$ cat src/rtl/uart_rx_fifo.sv
// uart_rx_fifo: 8-bit UART receiver with a small first-word-fall-through FIFO.
//
// The serial line is brought into the CLK domain through two flops. While a
// frame is in flight, a baud-tick generator runs Oversample ticks per bit.
// Each bit is taken as a 2-of-3 vote around mid-bit. Accepted bytes go into a
// FIFO that the consumer drains through a valid/ready handshake.
//
// Build option:
//   UART_RX_PARITY_EN - when defined, an even-parity bit follows data bit 7.
//                       A parity mismatch drops the byte and raises a frame
//                       error. When undefined, the receiver is plain 8N1.
//
// Ports:
//   CLK          system clock
//   RST          synchronous reset, active-low
//   i_rx         serial input, idle high, asynchronous to CLK
//   o_data       byte at the FIFO head
//   o_valid      FIFO not empty
//   i_ready      consumer takes o_data this cycle (pop when o_valid & i_ready)
//   o_frame_err  1-cycle pulse: bad stop bit (or bad parity)
//   o_overrun    1-cycle pulse: good byte dropped because the FIFO was full
//   o_busy       receiver FSM is not idle
module uart_rx_fifo #(
  parameter int ClockFrequency = 50_000_000,
  parameter int BaudRateUART   = 115200,
  parameter int Oversample     = 16,
  parameter int FifoDepth      = 4
) (
  input  logic       CLK,
  input  logic       RST,
  input  logic       i_rx,
  output logic [7:0] o_data,
  output logic       o_valid,
  input  logic       i_ready,
  output logic       o_frame_err,
  output logic       o_overrun,
  output logic       o_busy
);

  localparam int Div   = ClockFrequency / (BaudRateUART * Oversample);
  localparam int TickW = (Div > 1) ? $clog2(Div) : 1;
  localparam int OsW   = $clog2(Oversample);
  localparam int AddrW = $clog2(FifoDepth);

  localparam logic [TickW-1:0] TickLast = TickW'(Div - 1);
  localparam logic [OsW-1:0]   OsLast   = OsW'(Oversample - 1);
  localparam logic [OsW-1:0]   OsSamp0  = OsW'(Oversample / 2 - 1);
  localparam logic [OsW-1:0]   OsSamp1  = OsW'(Oversample / 2);
  localparam logic [OsW-1:0]   OsDecide = OsW'(Oversample / 2 + 1);

  typedef enum logic [2:0] {
    StIdle,
    StStart,
    StData,
`ifdef UART_RX_PARITY_EN
    StParity,
`endif
    StStop,
    StBreak
  } state_t;

  // ---------------------------------------------------------------------------
  // Input synchroniser (reset to the idle line level)
  // ---------------------------------------------------------------------------
  logic rx_meta_q;
  logic rx_s_q;

  always_ff @(posedge CLK) begin
    if (!RST) begin
      rx_meta_q <= 1'b1;
      rx_s_q    <= 1'b1;
    end else begin
      rx_meta_q <= i_rx;
      rx_s_q    <= rx_meta_q;
    end
  end

  // ---------------------------------------------------------------------------
  // Baud tick and oversample counters
  // ---------------------------------------------------------------------------
  state_t           state_q;
  logic [TickW-1:0] tick_cnt_q;
  logic [OsW-1:0]   os_cnt_q;
  logic [1:0]       samp_q;
  logic             tick;
  logic             decide;
  logic             bit_val;
  logic             stop_ok;

  assign tick    = (state_q != StIdle) && (tick_cnt_q == TickLast);
  assign decide  = tick && (os_cnt_q == OsDecide);
  // 2-of-3 vote: two earlier samples plus the line value at the decision tick.
  assign bit_val = (samp_q[0] & samp_q[1]) | (samp_q[0] & rx_s_q) | (samp_q[1] & rx_s_q);

  // The oversample counter runs freely modulo Oversample from the start edge.
  // Every bit decision therefore lands exactly Oversample ticks after the last.
  // The state also changes at the decision tick, not at the bit boundary.
  always_ff @(posedge CLK) begin
    if (!RST) begin
      tick_cnt_q <= '0;
      os_cnt_q   <= '0;
      samp_q     <= 2'b11;
    end else if (state_q == StIdle) begin
      // Held at zero so the bit phase restarts at every start edge.
      tick_cnt_q <= '0;
      os_cnt_q   <= '0;
    end else if (tick) begin
      tick_cnt_q <= '0;
      os_cnt_q   <= (os_cnt_q == OsLast) ? '0 : os_cnt_q + OsW'(1);
      if (os_cnt_q == OsSamp0) samp_q[0] <= rx_s_q;
      if (os_cnt_q == OsSamp1) samp_q[1] <= rx_s_q;
    end else begin
      tick_cnt_q <= tick_cnt_q + TickW'(1);
    end
  end

  // ---------------------------------------------------------------------------
  // Receive FSM
  // ---------------------------------------------------------------------------
  logic [2:0] bit_cnt_q;
  logic [7:0] shift_q;
  logic       frame_err_q;
  logic       push;

`ifdef UART_RX_PARITY_EN
  logic par_err_q;
  assign stop_ok = bit_val & ~par_err_q;
`else
  assign stop_ok = bit_val;
`endif

  assign push = (state_q == StStop) && decide && stop_ok;

  always_ff @(posedge CLK) begin
    if (!RST) begin
      state_q     <= StIdle;
      bit_cnt_q   <= '0;
      shift_q     <= '0;
      frame_err_q <= 1'b0;
`ifdef UART_RX_PARITY_EN
      par_err_q   <= 1'b0;
`endif
    end else begin
      frame_err_q <= 1'b0;
      case (state_q)
        StIdle: begin
          if (!rx_s_q) state_q <= StStart;
        end
        StStart: begin
          if (decide) begin
            // A start bit that votes high was a glitch: drop it silently.
            if (bit_val) begin
              state_q <= StIdle;
            end else begin
              state_q   <= StData;
              bit_cnt_q <= '0;
            end
          end
        end
        StData: begin
          if (decide) begin
            shift_q   <= {bit_val, shift_q[7:1]};
            bit_cnt_q <= bit_cnt_q + 3'd1;
            if (bit_cnt_q == 3'd7) begin
`ifdef UART_RX_PARITY_EN
              state_q <= StParity;
`else
              state_q <= StStop;
`endif
            end
          end
        end
`ifdef UART_RX_PARITY_EN
        StParity: begin
          if (decide) begin
            // Even parity: the parity bit equals the XOR of the data bits.
            par_err_q <= bit_val ^ (^shift_q);
            state_q   <= StStop;
          end
        end
`endif
        StStop: begin
          if (decide) begin
            frame_err_q <= ~stop_ok;
            // A low stop bit is a line break: wait for the line to recover.
            state_q     <= bit_val ? StIdle : StBreak;
          end
        end
        StBreak: begin
          if (rx_s_q) state_q <= StIdle;
        end
        default: state_q <= StIdle;
      endcase
    end
  end

  // ---------------------------------------------------------------------------
  // Output FIFO (first-word-fall-through)
  // ---------------------------------------------------------------------------
  logic [7:0]     mem_q [FifoDepth];
  logic [AddrW:0] wr_ptr_q;
  logic [AddrW:0] rd_ptr_q;
  logic           fifo_empty;
  logic           fifo_full;
  logic           pop;
  logic           wr_en;
  logic           overrun_q;

  assign fifo_empty = (wr_ptr_q == rd_ptr_q);
  assign fifo_full  = (wr_ptr_q[AddrW] != rd_ptr_q[AddrW]) &&
                      (wr_ptr_q[AddrW-1:0] == rd_ptr_q[AddrW-1:0]);
  assign pop        = ~fifo_empty & i_ready;
  // A pop in the same cycle frees the slot, so a full FIFO can still accept.
  assign wr_en      = push & (~fifo_full | pop);

  always_ff @(posedge CLK) begin
    if (!RST) begin
      wr_ptr_q  <= '0;
      rd_ptr_q  <= '0;
      overrun_q <= 1'b0;
      for (int i = 0; i < FifoDepth; i++) mem_q[i] <= '0;
    end else begin
      overrun_q <= push & fifo_full & ~pop;
      if (wr_en) begin
        mem_q[wr_ptr_q[AddrW-1:0]] <= shift_q;
        wr_ptr_q <= wr_ptr_q + 1'b1;
      end
      if (pop) rd_ptr_q <= rd_ptr_q + 1'b1;
    end
  end

  assign o_data      = mem_q[rd_ptr_q[AddrW-1:0]];
  assign o_valid     = ~fifo_empty;
  assign o_frame_err = frame_err_q;
  assign o_overrun   = overrun_q;
  assign o_busy      = (state_q != StIdle);

endmodule

$ cat config.mk
export PLATFORM = sky130hd
export DESIGN_NAME = uart_rx_fifo
export DESIGN_NICKNAME = d
export VERILOG_FILES = /design/src/rtl/uart_rx_fifo.sv
export SDC_FILE = /design/constraint.sdc
export NUM_CORES = 1
export LEC_CHECK = 0
export CORE_MARGIN = 10
export CORE_UTILIZATION = 45
export CTS_BUF_LIST = sky130_fd_sc_hd__clkbuf_8
export DETAILED_ROUTE_END_ITERATION = 10
export PLACE_DENSITY_LB_ADDON = 0.12
export SKIP_CTS_REPAIR_TIMING = 1
export SYNTH_ARGS = -nofsm -noshare
export SYNTH_HDL_FRONTEND = slang
export SYNTH_SLANG_ARGS = --single-unit
$ cat constraint.sdc
create_clock -name CLK -period 3 [get_ports CLK]
set_clock_uncertainty 0.2 [all_clocks]
set_input_delay 0.6 -clock CLK [delete_from_list [all_inputs] [get_ports CLK]]
set_output_delay 0.6 -clock CLK [all_outputs]
set_load 0.05 [all_outputs]
==> impl_metrics.tcl <==
set metrics [dict create \
    worstReg2RegStart "os_cnt_q[0]" \
    hold_start "rx_meta_q" \
    synth-edff-count 32 \
    ys.flop_type "dfxtp_1" \
    initial_core_util_pct 46.22 \
    n_antenna_cell 0 \
    ys.warnings.count 0 \
    rrSetupSlack_ns 0.73 \
    critPathMaxFanout 8 \
    fin_crit_sh_pct 96.69 \
    ys_seq_area_share_pct 54.49 \
    clockBufferDepth 2 \
    cts-root-buf "clkbuf_8" \
    synth_common_cells "56 x nor2_1, 37 x dfxtp_1, 32 x edfxtp_1" \
    clock.fmax_mhz 344.7 \
    clkLatencyLatePin_ns 0.35 \
    ys_types 46 \
    slew_violations 0 \
    leakage_nw 1.207 \
    critPathKind "reg -> out" \
    wl_met2_um 2570 \
    finalSetupViolations 0 \
    h-tree-depth 3 \
    viasPerCell 5.238 \
    relSlewSlack_pct 58.34 \
    syn_area_per_cell_um2 11.23 \
    num_rows 30 \
    layout_min_cycle_time_ns 2.901 \
    track_usage_pct 11.92 \
    dp_hpwl_um 4178 \
    grt_overflow 0 \
    drive_gt1_share_pct 14.19 \
    finalHoldViolCount 0 \
    drt-initial-drc-count 68 \
    cts.clk_slew.worst_paths_ns 0.08 \
    finalPower_mw 1.772 \
    synthCells 278 \
    worst_ep_arrival_time_ns 2.10 \
    core_area_um2 6756 \
    syn_area_um2 3123 \
    areaGrowthSynthToFinish_pct 14.74 \
    grt_max_degree 20 \
    powerDensity_nw_per_um2 494.5 \
    floorplan.die_area_um2 10670 \
    synth_top_area_cell "edfxtp_1" \
    cts_tree "yes" \
    routed_wl_um 5773 \
    r2r_cells 5 \
    route.detailed.drc 0 \
    cts_buffers 9 \
    grt_setup_unrepaired "no" \
    fin_setup_tns_ns 0 \
    fp.dieH_um 103.3 \
    irDropWorstVdd_uv 231.1 \
    synth-seq-cells 69 \
    synthTopCellsByArea "edfxtp_1 31%, dfxtp_1 24%, nor2_1 6.7%, mux4_2 5.8%, ha_1 3.6%" \
    highest_layer "met4" \
    r2r_end "mem_q[3][3]" \
    final_net_count 318 \
    maxCapViolations 0 \
    ant_nets 0 \
    cts_sinks 69 \
    async_flop_share_pct 0 \
    hold_class "reg -> reg" \
    grt_pass1_vias 2016 \
    drtPass1Iterations 4 \
    wl_met1_um 2915 \
    dr_total_vias 2043 \
    grt_pass1_wl_um 9791 \
    antenna_found_initial 0 \
    synth_nets 291 \
    run_status "finished clean" \
    synth_most_common_cell "nor2_1" \
    wl_met3_um 162 \
    wl_per_cell_um 14.80 \
    io_buffers 15 \
    gp_congestion 0.7411 \
    crit_path_end_kind "primary output" \
    hold_ws_ns 0.2176 \
    io-pin-count 16 \
    crit_end "o_data[0]" \
    worst_slew_pin_slew_ns 0.6208 \
    critPathLaunchType "flip-flop" \
    die_w_um 103.3 \
    cp.required_ns 2.20 \
    synth_top_area_share_pct 30.77 \
    fill_cells 632 \
]
[stage by stage]
stage	std cells	worst slack [ns]	area, um2	utilization, %
detailed placement	374	0.3440	3407	50.43
finish	390	0.09916	3583	53.04
global placement	374	0.3734	3407	50.43
global route	390	0.03271	3583	53.04
CTS	390	0.06466	3583	53.04
floorplan	278	0.6799	3123	-
[cells by family (layout without fill, tap and decap cells)]
logic type,Yosys count,count (layout),share of synthesized area (%)
AO/OA/AOI/OAI,29,29,5.609
XOR/XNOR,11,11,3.566
flip-flops,69,69,54.49
multiplexers,19,19,9.295
adder cells (fa/ha/maj),10,10,3.926
AND/OR/NAND/NOR,121,121,20.11
buffers and inverters,19,51,3.004
[flip-flops by register name (all words and copies together), names as in the netlist, named ones only]
signal,flops
state_q,3
rx_s_q,1
mem_q,32
os_cnt_q,4
rx_meta_q,1
tick_cnt_q,5
wr_ptr_q,3
o_frame_err,1
samp_q,2
o_overrun,1
rd_ptr_q,3
bit_cnt_q,3
shift_q,8
[power breakdown]
part	internal (mW)	switching (mW)	total (mW)	leakage [nW]
clock network	0.319	0.358	0.677	0.0880
logic	0.0283	0.0526	0.0809	0.517
registers	1.01	0.00856	1.01	0.602
total	1.35	0.419	1.77	1.21
[layout by cell type (no fill, tap or decap), drive strengths merged, types with 2 or more instances in the layout]
| cell | synthesis | layout |
|---|---|---|
| or4 | 3 | 3 |
| o31ai | 5 | 5 |
| and3b | 2 | 2 |
| mux4 | 8 | 8 |
| nor2 | 56 | 56 |
| ha | 9 | 9 |
| clkbuf | 3 | 10 |
| or3 | 3 | 3 |
| clkdlybuf4s50 | 0 | 15 |
| nand3 | 7 | 7 |
| o21ai | 7 | 7 |
| mux2i | 11 | 11 |
| nor3 | 3 | 3 |
| nor3b | 2 | 2 |
| edfxtp | 32 | 32 |
| nand2 | 25 | 25 |
| xnor2 | 2 | 2 |
| clkinvlp | 0 | 2 |
| nor4b | 2 | 2 |
| dfxtp | 37 | 37 |
| buf | 10 | 14 |
| xor2 | 9 | 9 |
| inv | 5 | 5 |
| nand4 | 5 | 5 |
| nand2b | 3 | 3 |
| nand4b | 2 | 2 |
| and2 | 2 | 2 |
| a21oi | 12 | 12 |
| clkinv | 1 | 5 |
[area by class of cell]
type / count / area (um2) / share of cell area, %
Clock buffer: 10 / 137.6 / 3.841
Clock inverter: 6 / 38.79 / 1.082
Inverter: 6 / 22.52 / 0.6285
Multi-Input combinational cell: 190 / 1328 / 37.05
Sequential cell: 69 / 1702 / 47.49
Tap cell: 80 / 100.1 / 2.793
Timing Repair Buffer: 29 / 255.2 / 7.123
[per-layer routing]
layer	global-route usage, %	up-vias
met5	0	-
met4	6.417	0
met3	2.591	15
met2	17.75	24
met1	15.82	958
li1	-	1046
[worst min-delay path by stage]
stage | to | slack, ns | cells past startpoint
CTS | rx_s_q | 0.22 | 1
detailed placement | rx_s_q | 0.20 | 1
finish | rx_s_q | 0.22 | 1
global placement | rx_s_q | 0.21 | 1
global route | rx_s_q | 0.24 | 1
floorplan | rx_s_q | 0.19 | 1
[worst max-delay path, stage by stage (launching register included)]
cell and delay, ns:
dfxtp_1 0.31, buf_4 0.19, mux4_2 0.52, clkdlybuf4s50_1 0.72
Note: power is estimated with default switching activity, not from simulation.
==> RTL edit 1: new RTL, same settings <==
The 5 states of `state_t` get a one-hot encoding in 5 bits.
--- a/src/rtl/uart_rx_fifo.sv
+++ b/src/rtl/uart_rx_fifo.sv
@@ -48,15 +48,15 @@
   localparam logic [OsW-1:0]   OsSamp1  = OsW'(Oversample / 2);
   localparam logic [OsW-1:0]   OsDecide = OsW'(Oversample / 2 + 1);
 
-  typedef enum logic [2:0] {
-    StIdle,
-    StStart,
-    StData,
+  typedef enum logic [4:0] {
+    StIdle  = 5'b00001,
+    StStart = 5'b00010,
+    StData  = 5'b00100,
 `ifdef UART_RX_PARITY_EN
     StParity,
 `endif
-    StStop,
-    StBreak
+    StStop  = 5'b01000,
+    StBreak = 5'b10000
   } state_t;
 
   // ---------------------------------------------------------------------------
Check against the original RTL: same outputs for any inputs over 10 cycles, from zero or initial values and one cycle with RST low; not proved beyond that.
==> RTL edit 1 against the unedited design <==
- cell area is 6.5% higher
- wire length rose by 13%
- synthesized cell count increased by 10%
- largest cell class unchanged
- sequential cell count grew 2
- setup slack improved by 0.016 ns
- die area grew 5.5%
- area after synthesis up 6.9%
- critical path type unchanged
Power is not compared: it rests on default switching activity, and its combinational part moved more than twofold at a synthesized area within 25%.
==> RTL edit 1: results (changes against the unedited design) <==
The flow ran to the end, and the final reports show no timing, DRC or antenna violations. The sequential fraction of the synthesis area is 52.2% (-2.3 points). The number of iterations in the first detailed-routing pass came out at 4 (unchanged). The fraction of layout cells with a size suffix above 1 was 14.9% (+0.69 points); the combined area of the multi-input logic cells was 0.00145 sq mm (+9.3%). In the synthesized netlist the dominant register cell turns out to be sky130_fd_sc_hd__dfxtp_1. The detailed-route wire length is 6500 um (+13%).

The largest stage delay on the critical path is 0.72 ns (about the same), and the HPWL after detailed placement is 4710 um (+13%). The cell taking the most area after synthesis was sky130_fd_sc_hd__edfxtp_1. The cell at the root of the clock tree is sky130_fd_sc_hd__clkbuf_8.

The aggregate global-route resource usage was 12.1% (+0.14 points). The post-CTS clock slew at the launch and capture registers of the worst setup and hold paths came out at 0.07 ns. The largest registers in the layout are mem_q: 32 flops, shift_q: 8 flops.

Number of global-route vias before repair: 2306 (+14%). The run gives 51 (+11%) as the count of distinct cell types in the synthesized netlist. For the placed standard-cell area, the log shows 0.00364 sq mm (+6.9%). The maximum buffer depth of the clock tree is 2 (unchanged). The run gives 0.217 ns (-0.000641 ns) as the worst hold-check slack. The logs give 319 (+9.6%) for the number of nets in the synthesized netlist and 344 (+8.2%) for the final-stage net count. The mean number of vias per cell is 5.36 (+2.3%). The first-pass GRT wire length was 11100 um (+14%). Counting instances in the post-synthesis netlist gives the leading cell types as sky130_fd_sc_hd__dfxtp_1 (39), sky130_fd_sc_hd__edfxtp_1 (32), sky130_fd_sc_hd__nand2_1 (20). The tools report the headroom to the max-slew limit as 66.0% (+7.6 points). Arrival time at the worst endpoint: 2.08 ns (-0.02 ns).

Pin count of the biggest net entering global routing: 19 (-5.0%). The flop-to-flop setup slack is 0.46 ns (-0.27 ns). The tools report the global placer's final weighted congestion as 0.796 (+7.4%). After synthesis, the cell types taking the most area are sky130_fd_sc_hd__edfxtp_1 (29%), sky130_fd_sc_hd__dfxtp_1 (23%), sky130_fd_sc_hd__mux4_2 (5.4%), sky130_fd_sc_hd__ha_1 (3.4%), sky130_fd_sc_hd__a21oi_1 (2.7%).

For the number of antenna cells inserted, the log shows 0 (unchanged). The tools report the fill cell total of the finished layout as 670 (+6.0%). The run gives 111 (+63%) as the DRC marker count from the first detailed-route iteration. The placement-stage worst setup slack was 0.301 ns (-0.0430 ns).
==> RTL edit 1: cell count changes after synthesis, moves of 5 or more <==
cell,change
sky130_fd_sc_hd__inv_1,+12
sky130_fd_sc_hd__buf_2,-6
sky130_fd_sc_hd__nor2_1,-43
sky130_fd_sc_hd__a21oi_1,+6
sky130_fd_sc_hd__nand3_1,+9
sky130_fd_sc_hd__and3_1,+9
sky130_fd_sc_hd__nor3_1,+15
sky130_fd_sc_hd__nand2_1,-5
sky130_fd_sc_hd__clkbuf_1,+9
sky130_fd_sc_hd__o21ai_0,+12
sky130_fd_sc_hd__nor3_2,+9
==> RTL edit 1: stage by stage <==
stage | cells | total power [mW]
after floorplan | 306 | 1.30
after global placement | 419 | 1.37
after detailed placement | 419 | 1.38
after CTS | 435 | 2.03
after global routing | 435 | 2.09
final | 435 | 2.01
==> RTL edit 1: layout make-up <==
cell class	count	share of cell area [%]
Clock buffer	10	3.61
Multi-Input combinational cell	202	38.0
Tap cell	99	3.25
Timing Repair Buffer	30	7.02
Inverter	17	1.67
Sequential cell	71	45.7
Clock inverter	6	0.754
==> RTL edit 1: worst max-delay path: cells and delay by family (launching register included) <==
kind                   cells  cell delay (ns)
buffers and inverters      2             0.91
multiplexers               1             0.52
flip-flops                 1             0.31
==> RTL edit 1: cells by family after synthesis <==
family,count (synthesis),share of synthesized area [%]
AND/OR/NAND/NOR,117,20.8
flip-flops,71,52.2
AO/OA/AOI/OAI,51,9.11
buffers and inverters,33,4.31
multiplexers,15,7.50
adder cells (fa/ha/maj),10,3.67
XOR/XNOR,9,2.36
==> RTL edit 1: final timing paths <==
check | startpoint | to | cells past startpoint
hold reg to reg | rx_meta_q | rx_s_q | 1
hold / removal | rx_meta_q | rx_s_q | 1
setup / recovery | register | o_data[1] | 3
setup reg to reg | tick_cnt_q[0] | mem_q[0][3] | 7
==> RTL edit 1: metal layers <==
layer | global-route usage (%) | share of wire, % | vias to the layer above
li1 | - | - | 1182
met1 | 15.6 | 50 | 1110
met2 | 18.5 | 46 | 30
met3 | 2.72 | 2.6 | 10
met4 | 6.38 | 2.0 | 0
met5 | 0 | 0 | -
==> RTL edit 1: report_power, final <==
part           internal, mW  switching, mW  leakage (nW)
combinational         0.105          0.168         0.653
sequential             1.05         0.0336         0.629
clock                 0.311          0.346        0.0921
==> RTL edit 2: new RTL, config.mk and constraints unchanged <==
Made on the original files. `ClockFrequency`: 50_000_000 -> 100_000_000.
--- a/src/rtl/uart_rx_fifo.sv
+++ b/src/rtl/uart_rx_fifo.sv
@@ -21,7 +21,7 @@
 //   o_overrun    1-cycle pulse: good byte dropped because the FIFO was full
 //   o_busy       receiver FSM is not idle
 module uart_rx_fifo #(
-  parameter int ClockFrequency = 50_000_000,
+  parameter int ClockFrequency = 100_000_000,
   parameter int BaudRateUART   = 115200,
   parameter int Oversample     = 16,
   parameter int FifoDepth      = 4
Function: same outputs for any inputs over 10 cycles, from zero or initial values and one cycle with RST low; that may be too few to reach the edited logic, so the function may still have changed.
==> RTL edit 2 against the unedited design <==
- power increased by 12%
- sequential cell count increased by 1
- cell area increased by 4.9%
- register-to-register slack got worse by 0.20 ns
- sequential share of layout area decreased by 1.7 points
- synthesized cell count increased by 5.4%
- setup slack about the same
- first-iteration DRC count increased by 41%
- wire length increased by 7.2%
- area after synthesis increased by 3.6%
- largest cell class unchanged
- largest power group unchanged
==> RTL edit 2: results (changes against the unedited design) <==
For the first-pass GRT wire length, the log shows 10400 um (+6.7%). Leaving out fill and tap cells, the most frequent cell in the layout is sky130_fd_sc_hd__dfxtp_1. The maximum vdd drop is 0.293 mV (+27%), and the power of the clock network is 895 uW (+32%). The DRC marker count from the first detailed-route iteration was 96 (+41%). The multiplexer fraction of the synthesized cell area was 8.97% (-0.32 points); the final routed wire length divided by cell count was 14.9 um (+0.76%).

The number of nets in the synthesized netlist came out at 306 (+5.2%). Area share of xor/xnor cells in the synthesized design: 2.98% (-0.59 points). The logs give 55.1% (-3.2 points) for the headroom to the max-slew limit and 11.7% (-0.21 points) for the aggregate global-route resource usage. The total vias in the final route came out at 2206 (+8.0%).

The placed standard-cell area came out at 0.00352 sq mm (+3.3%). The commonest cells after synthesis are sky130_fd_sc_hd__dfxtp_1 (38), sky130_fd_sc_hd__edfxtp_1 (32), sky130_fd_sc_hd__nor2_1 (32). In the post-synthesis netlist, the biggest area contributors are sky130_fd_sc_hd__edfxtp_1 (30%), sky130_fd_sc_hd__dfxtp_1 (24%), sky130_fd_sc_hd__mux4_2 (5.6%), sky130_fd_sc_hd__nor2_1 (3.7%), sky130_fd_sc_hd__ha_1 (3.5%). The flow ran to the end, and the final reports show no timing, DRC or antenna violations. Internal power component: 1.59 mW (+17%). For the leakage power, the log shows 1.35 nW (+12%). The number of global-route vias before repair is 2141 (+6.2%), and the placement-stage worst setup slack is 0.387 ns (+0.0432 ns).

The mean cell area of the mapped netlist is 11.0 sq um (-1.7%). The global placer's final weighted congestion is 0.805 (+8.6%), and the detailed-route wire length is 6190 um (+7.2%). The HPWL after detailed placement is 4380 um (+4.9%), and the post-synthesis adder-cell area fraction is 3.79% (-0.14 points). The sequential share of power is 51.3% (-5.9 points).

The run gives 399 (+6.7%) as the post-placement cell count. The final-stage net count was 327 (+2.8%). Synthesized-area fraction occupied by ao, oa, aoi and oai cells: 5.07% (-0.54 points).
RTL edit 2: layout make-up:
class	instances	area, sq um
clock buffer	9	124
clock inverter	7	114
fill	645	3150
inverter	14	52.6
multi-input combinational	191	1380
sequential	70	1720
tap	96	120
timing repair buffer	28	245
RTL edit 2: metal layers:
layer | vias to the layer above | wire, um | GRT usage, %
li1 | 1112 | - | -
met1 | 1051 | 2830 | 14.0
met2 | 35 | 3070 | 18.8
met3 | 8 | 248 | 4.12
met4 | 0 | 45 | 4.71
met5 | - | 0 | 0
RTL edit 2: worst paths after layout:
kind	startpoint	to	slack, ns	depth (start not counted)
max reg2reg	os_cnt_q[0]	mem_q[1][2]	0.53	6
min reg2reg	rx_meta_q	rx_s_q	0.21	1
max	register	o_data[6]	0.1	3
min	rx_meta_q	rx_s_q	0.21	1
RTL edit 2: critical path: cells and delay by family, from the launching register on:
family / cells / cell delay, ns
mux: 1 / 0.53
flops: 1 / 0.31
buf+inv: 2 / 0.92
